## config.mk

```make
export PLATFORM = sky130hd
export DESIGN_NAME = mac_accumulator_flat
export DESIGN_NICKNAME = d
export VERILOG_FILES = /design/src/rtl/mac_accumulator_if.sv /design/src/rtl/mac_accumulator.sv /design/src/flat_wrapper.sv
export SDC_FILE = /design/constraint.sdc
export NUM_CORES = 1
export LEC_CHECK = 0
export ABC_AREA = 1
export ABC_CLOCK_PERIOD_IN_PS = 3500
export BUFFER_PORTS_ARGS = -buffer_cell sky130_fd_sc_hd__buf_2
export CORE_MARGIN = 2
export CORE_UTILIZATION = 33
export CTS_CLUSTER_SIZE = 16
export DETAILED_ROUTE_END_ITERATION = 16
export SETUP_SLACK_MARGIN = 0.1
export SLEW_MARGIN = 20
export SYNTH_ARGS = -nofsm -noshare
export SYNTH_HDL_FRONTEND = slang
export SYNTH_SLANG_ARGS = --single-unit
```

## constraint.sdc

```tcl
create_clock -name clk -period 3.5 [get_ports clk]
set_clock_uncertainty 0.05 [all_clocks]
set_input_delay 0.525 -clock clk [delete_from_list [all_inputs] [get_ports clk]]
set_output_delay 0.525 -clock clk [all_outputs]
set_load 0.005 [all_outputs]
```

## src/rtl/mac_accumulator_if.sv

```systemverilog
// mac_accumulator_if
//   Groups the configuration, input-beat handshake and result handshake of
//   the MAC accumulator. Clock and reset stay outside as plain module ports.
//
//   cfg_len    window length minus 1, sampled on a window's first beat
//   cfg_shift  right shift applied to the window sum, sampled with cfg_len
//   flush      synchronous abort of the window in progress
//   in_valid / in_ready / in_prod     product beat handshake
//   out_valid / out_ready / out_sum / out_sat   result handshake
//   win_cnt    number of results delivered, wraps at 16 bits
//
//   master: upstream/downstream side (drives beats, config, out_ready)
//   slave : the accumulator itself
interface mac_accumulator_if #(
    parameter int PROD_W = 32,
    parameter int LEN_W  = 8,
    parameter int OUT_W  = 32
);
    logic [LEN_W-1:0]  cfg_len;
    logic [5:0]        cfg_shift;
    logic              flush;
    logic              in_valid;
    logic              in_ready;
    logic [PROD_W-1:0] in_prod;
    logic              out_valid;
    logic              out_ready;
    logic [OUT_W-1:0]  out_sum;
    logic              out_sat;
    logic [15:0]       win_cnt;

    modport master (
        output cfg_len, cfg_shift, flush, in_valid, in_prod, out_ready,
        input  in_ready, out_valid, out_sum, out_sat, win_cnt
    );

    modport slave (
        input  cfg_len, cfg_shift, flush, in_valid, in_prod, out_ready,
        output in_ready, out_valid, out_sum, out_sat, win_cnt
    );
endinterface

```

## src/rtl/mac_accumulator.sv

```systemverilog
// mac_accumulator
//   Streaming multiply-accumulate back end. Sums a programmable-length window
//   of unsigned products, right-shifts the sum, saturates it to OUT_W bits and
//   presents one result per window through a valid/ready handshake.
//
//   Ports:
//     clk    rising-edge clock
//     rst_n  asynchronous active-low reset
//     bus    mac_accumulator_if.slave (config, input beats, results, win_cnt)
module mac_accumulator #(
    parameter int PROD_W = 32,
    parameter int LEN_W  = 8,
    parameter int ACC_W  = PROD_W + LEN_W,
    parameter int OUT_W  = 32
) (
    input logic               clk,
    input logic               rst_n,
    mac_accumulator_if.slave  bus
);

    typedef enum logic [1:0] {IDLE, ACCUM, OUT} state_t;

    localparam logic [6:0] ACC_W_SH = 7'(ACC_W);

    state_t            state;
    logic [ACC_W-1:0]  acc;
    logic [LEN_W:0]    cnt;
    logic [LEN_W-1:0]  len_q;
    logic [5:0]        shift_q;
    logic [OUT_W-1:0]  out_sum_q;
    logic              out_sat_q;
    logic [15:0]       win_cnt_q;

    logic              accept;
    logic              last_beat;
    logic [ACC_W-1:0]  acc_next;
    logic [5:0]        shift_sel;
    logic [OUT_W:0]    res_next;

    // Rescale then clip: returns {sat, sum}. Shifts at or beyond the
    // accumulator width give zero rather than relying on shift semantics.
    function automatic logic [OUT_W:0] rescale_sat(
        input logic [ACC_W-1:0] sum,
        input logic [5:0]       sh
    );
        logic [ACC_W-1:0] s;
        if ({1'b0, sh} >= ACC_W_SH) s = '0;
        else                        s = sum >> sh;
        if (|s[ACC_W-1:OUT_W]) return {1'b1, {OUT_W{1'b1}}};
        return {1'b0, s[OUT_W-1:0]};
    endfunction

    assign bus.in_ready = (state != OUT) && !bus.flush;
    assign accept       = bus.in_valid && bus.in_ready;

    // acc is zero in IDLE, so the same adder serves the first beat.
    assign acc_next  = acc + ACC_W'(bus.in_prod);

    // On the first beat the window length comes straight from cfg_len,
    // later beats compare the pre-increment count against the latched length.
    assign last_beat = (state == IDLE) ? (bus.cfg_len == '0)
                                       : (cnt == {1'b0, len_q});
    assign shift_sel = (state == IDLE) ? bus.cfg_shift : shift_q;
    assign res_next  = rescale_sat(acc_next, shift_sel);

    always_ff @(posedge clk or negedge rst_n) begin
        if (!rst_n) begin
            state     <= IDLE;
            acc       <= '0;
            cnt       <= '0;
            len_q     <= '0;
            shift_q   <= '0;
            out_sum_q <= '0;
            out_sat_q <= 1'b0;
            win_cnt_q <= '0;
        end else begin
            case (state)
                IDLE, ACCUM: begin
                    if (bus.flush) begin
                        state <= IDLE;
                        acc   <= '0;
                        cnt   <= '0;
                    end else if (accept) begin
                        if (state == IDLE) begin
                            len_q   <= bus.cfg_len;
                            shift_q <= bus.cfg_shift;
                        end
                        acc <= acc_next;
                        cnt <= cnt + (LEN_W+1)'(1);
                        if (last_beat) begin
                            state                  <= OUT;
                            {out_sat_q, out_sum_q} <= res_next;
                        end else begin
                            state <= ACCUM;
                        end
                    end
                end
                OUT: begin
                    // flush is deliberately ignored here: the result is kept.
                    if (bus.out_ready) begin
                        state     <= IDLE;
                        acc       <= '0;
                        cnt       <= '0;
                        win_cnt_q <= win_cnt_q + 16'd1;
                    end
                end
                default: state <= IDLE;
            endcase
        end
    end

    assign bus.out_valid = (state == OUT);
    assign bus.out_sum   = out_sum_q;
    assign bus.out_sat   = out_sat_q;
    assign bus.win_cnt   = win_cnt_q;

endmodule

```

## src/flat_wrapper.sv

```systemverilog
// flat-port wrapper written by rule: the top's interface ports become plain ports
module mac_accumulator_flat 
#(
    parameter int PROD_W = 32,
    parameter int LEN_W  = 8,
    parameter int ACC_W  = PROD_W + LEN_W,
    parameter int OUT_W  = 32
)
  (clk, rst_n, bus_cfg_len, bus_cfg_shift, bus_flush, bus_in_valid, bus_in_prod, bus_out_ready, bus_in_ready, bus_out_valid, bus_out_sum, bus_out_sat, bus_win_cnt);
  mac_accumulator_if #(.PROD_W(PROD_W), .LEN_W(LEN_W), .OUT_W(OUT_W)) bus_i ();
  input logic clk;
  input logic rst_n;
  input wire logic [$bits(bus_i.cfg_len)-1:0] bus_cfg_len;
  input wire logic [$bits(bus_i.cfg_shift)-1:0] bus_cfg_shift;
  input wire logic [$bits(bus_i.flush)-1:0] bus_flush;
  input wire logic [$bits(bus_i.in_valid)-1:0] bus_in_valid;
  input wire logic [$bits(bus_i.in_prod)-1:0] bus_in_prod;
  input wire logic [$bits(bus_i.out_ready)-1:0] bus_out_ready;
  output wire logic [$bits(bus_i.in_ready)-1:0] bus_in_ready;
  output wire logic [$bits(bus_i.out_valid)-1:0] bus_out_valid;
  output wire logic [$bits(bus_i.out_sum)-1:0] bus_out_sum;
  output wire logic [$bits(bus_i.out_sat)-1:0] bus_out_sat;
  output wire logic [$bits(bus_i.win_cnt)-1:0] bus_win_cnt;
  assign bus_i.cfg_len = bus_cfg_len;
  assign bus_i.cfg_shift = bus_cfg_shift;
  assign bus_i.flush = bus_flush;
  assign bus_i.in_valid = bus_in_valid;
  assign bus_i.in_prod = bus_in_prod;
  assign bus_i.out_ready = bus_out_ready;
  assign bus_in_ready = bus_i.in_ready;
  assign bus_out_valid = bus_i.out_valid;
  assign bus_out_sum = bus_i.out_sum;
  assign bus_out_sat = bus_i.out_sat;
  assign bus_win_cnt = bus_i.win_cnt;
  mac_accumulator #(.PROD_W(PROD_W), .LEN_W(LEN_W), .ACC_W(ACC_W), .OUT_W(OUT_W)) u_core (.clk(clk), .rst_n(rst_n), .bus(bus_i));
endmodule
```

==> results.toml <==
[detailed_routing]
drt_iter0_drc = 1032
drtAntennaViolNets = 0
detail_route.wl_per_cell_um = 17.8
vias_per_cell = 5.21
finalWirelength_um = 39700
drt-pass1-iter-count = 6
vias = 11637
drcViolationCount = 0

[sta]
hold_viol_final = 0
period_needed_ps = 3230
finalCritPeriodShare_pct = 92.2
setup_violations = 0
worstMarginPinSlew_ps = 802
hold_ws_ps = 58.1
max_slew_margin_pct = 46.5
slew_viol_final = 0
max_freq_mhz = 310
grt_setup_unrepaired = "true"
setup_tns_ps = 0

[synthesis]
yosysTopAreaCellShare_pct = 28.0
ys.flop_type = "dfrtp_1"
async_flop_share_pct = 100
synthesis.nets = 1722
synth_common_cells = "531 x nand2_1, 286 x nand3_1, 192 x inv_1, 125 x nor2_1, 114 x dfrtp_1"
synth_most_common_cell = "nand2_1"
syn_area_per_cell_um2 = 6.23
synth-edff-count = 0
synth_area_um2 = 10200
yosysWarnings = 0
synth_cell_types = 55
synth_largest_area_cell = "dfrtp_1"
synth-seq-cells = 114
yosys-top-cells-area = "dfrtp_1 28%, nand2_1 20%, nand3_1 14%"
seq_area_frac_synth_pct = 28.0
synthCells = 1636

[clocking]
cts_buffers = 17
path_clk_slew_ps = 70
root_buffer = "clkbuf_16"
clk_path_buf_depth = 2
ctsHoldBuffers = 0
clock_sinks = 114
cts_max_level = 4
cts_tree = "yes"
clock_latency_ps = 450

[floorplanning]
die_h_um = 180
core_um2 = 30500
start_util_pct = 33.4
rows = 64
die_w_um = 180
die-area_um2 = 32300
pin_count = 102

[power_and_ir_drop]
vdd_ir_drop_max_mv = 0.367
powerDensity_nw_per_um2 = 520
finalPower_uw = 6690
leakage_uw = 0.00683

[place]
hpwl_um = 31500
dpl.cell_count = 2198
io_buffer_count = 101
gp_congestion = 0.988
dpl-instance-area_um2 = 11900

[grt]
grt_pass1_vias = 11040
grt_max_degree = 50
gr-usage-met3_pct = 4.50
busiest_layer = "met2"
grt_pass1_wl_um = 61500
gr-total-overflow = 0
grtUsageMet1_pct = 32.9
met2_usage_pct = 37.6
grt.total_usage_pct = 24.4
antenna_found_initial = 0

[min_path]
hold_path.class = "primary input to async pin"

[layout]
drive_gt1_share_pct = 21.0
nNetsFinal = 1910
design_area_um2 = 12900
area_growth_pct = 26.3
final_cells = 2233
diodes = 0

[critical_path]
reg2reg_depth = 21
cp_slowest_cell = "dfrtp_1"
cp_max_fo = 4
worstSetupEndpointType = "flop"
critical_path_arrival_ps = 3500
critical_path_depth = 21
crit_family = "simple AND/OR/NAND/NOR gates"
max_stage_delay_ps = 410
cp-start-kind = "flop"
crit_top_cell = "nand2_1"
crit_required_ps = 3770
crit_chain = "ha_1, nand2_1, nand2_1, nand2_1, nand2_1, inv_1, nand2_1, nand2_1, nand2_1, nand2_1, nand2_1, inv_1, nand2_1, nand3_1, nand3_1, nand3_1, nand3_1, a21oi_1, nor3_1, buf_4, a21oi_2"
crit_buf_inv = 3
crit_type = "flop to flop"

[outcome]
status = "complete, no violations"

[job]
timing.max_cap.violations = 0
-- routing by layer --
layer / part of all wire [%] / vias up
met5: 0 / -
met4: 4.5 / 0
met3: 7.0 / 82
met2: 44 / 430
met1: 45 / 5377
li1: - / 5748
-- metrics by stage --
step                setup slack [ps]  utilization [%]
CTS                              153             40.9
global placement                -120             38.9
finish                           275             42.2
floorplan                        511                -
detailed placement              -139             38.9
global route                    44.5             42.2
-- sequential cells by signal, indices dropped and copies added (netlist names) --
name / flops
u_core.bus.out_sum: 32
u_core.cnt: 9
u_core.acc: 40
u_core.state: 2
u_core.shift_q: 6
u_core.bus.win_cnt: 16
u_core.bus.out_sat: 1
u_core.len_q: 8
-- cells by family (layout without fill, tap and decap cells) --
group | after synthesis | in the layout | share of synthesized area [%]
AND/OR/NAND/NOR | 1021 | 1021 | 43.5
AO/OA/AOI/OAI | 187 | 187 | 11.8
adder cells (fa/ha/maj) | 35 | 35 | 4.37
buffers and inverters | 251 | 452 | 9.87
multiplexers | 2 | 2 | 0.209
XOR/XNOR | 26 | 26 | 2.23
flip-flops | 114 | 114 | 28.0
-- repair_timing --
item	CTS	global route
endpoints found under the setup margin	1	33
setup buffers	0	3
resized for setup	1	81
pin swaps	0	7
-- cells in the final DEF (no fill, tap or decap), types with 3 or more instances in the layout --
cell and count:
a21oi_1 49, a21oi_2 31, nor3_1 13, o21bai_1 8, nand3_1 269, o21ai_0 40
xnor2_1 15, nand3_2 21, nand2_2 17, buf_4 115, ha_1 22, dfrtp_1 114
a32o_1 14, inv_1 191, or2_2 3, buf_2 100, nand4_1 23, a31oi_1 8
nor3_2 3, clkbuf_16 17, ha_4 10, nor4_1 3, nand2_1 518, inv_2 9
nor2_4 6, nor2_1 114, a22o_1 8, clkinv_2 4, bufinv_16 3, o22ai_1 7
buf_12 3, xor2_1 11, o21ai_1 5, o21ai_2 4, clkbuf_8 6, nand3b_1 3
nor2_2 18, o211ai_1 4
-- where the power goes --
group / switching [µW] / leakage [µW] / internal (µW) / total [µW]
clock: 686 / 0.000311 / 1230 / 1910
sequential: 166 / 0.00149 / 1540 / 1710
combinational: 1950 / 0.00503 / 1120 / 3070
total: 2800 / 0.00683 / 3890 / 6690
-- cell type report --
| type | count | area [µm²] |
|---|---|---|
| Timing Repair Buffer | 218 | 1420 |
| Fill cell | 3274 | 17600 |
| Inverter | 202 | 758 |
| Tap cell | 396 | 495 |
| Clock inverter | 9 | 125 |
| Multi-Input combinational cell | 1271 | 6710 |
| Sequential cell | 114 | 2850 |
| Clock buffer | 23 | 508 |
-- worst paths after layout --
check / start / endpoint / slack, ps
hold reg to reg: u_core.bus.win_cnt[15]$_DFFE_PN0P_ / u_core.bus.win_cnt[15]$_DFFE_PN0P_ / 420
setup reg to reg: u_core.acc[4]$_DFFE_PN0P_ / u_core.bus.out_sum[16]$_DFFE_PN0P_ / 270
max in group asynchronous: rst_n / u_core.bus.out_sum[7]$_DFFE_PN0P_ / 2570
min in group clk: bus_cfg_len[2] / u_core.len_q[2]$_DFFE_PN0P_ / 310
hold / removal: rst_n / u_core.cnt[8]$_DFFE_PN0P_ / 60
setup / recovery: u_core.acc[4]$_DFFE_PN0P_ / u_core.bus.out_sum[16]$_DFFE_PN0P_ / 270
Power figures use the tool's default switching activity.
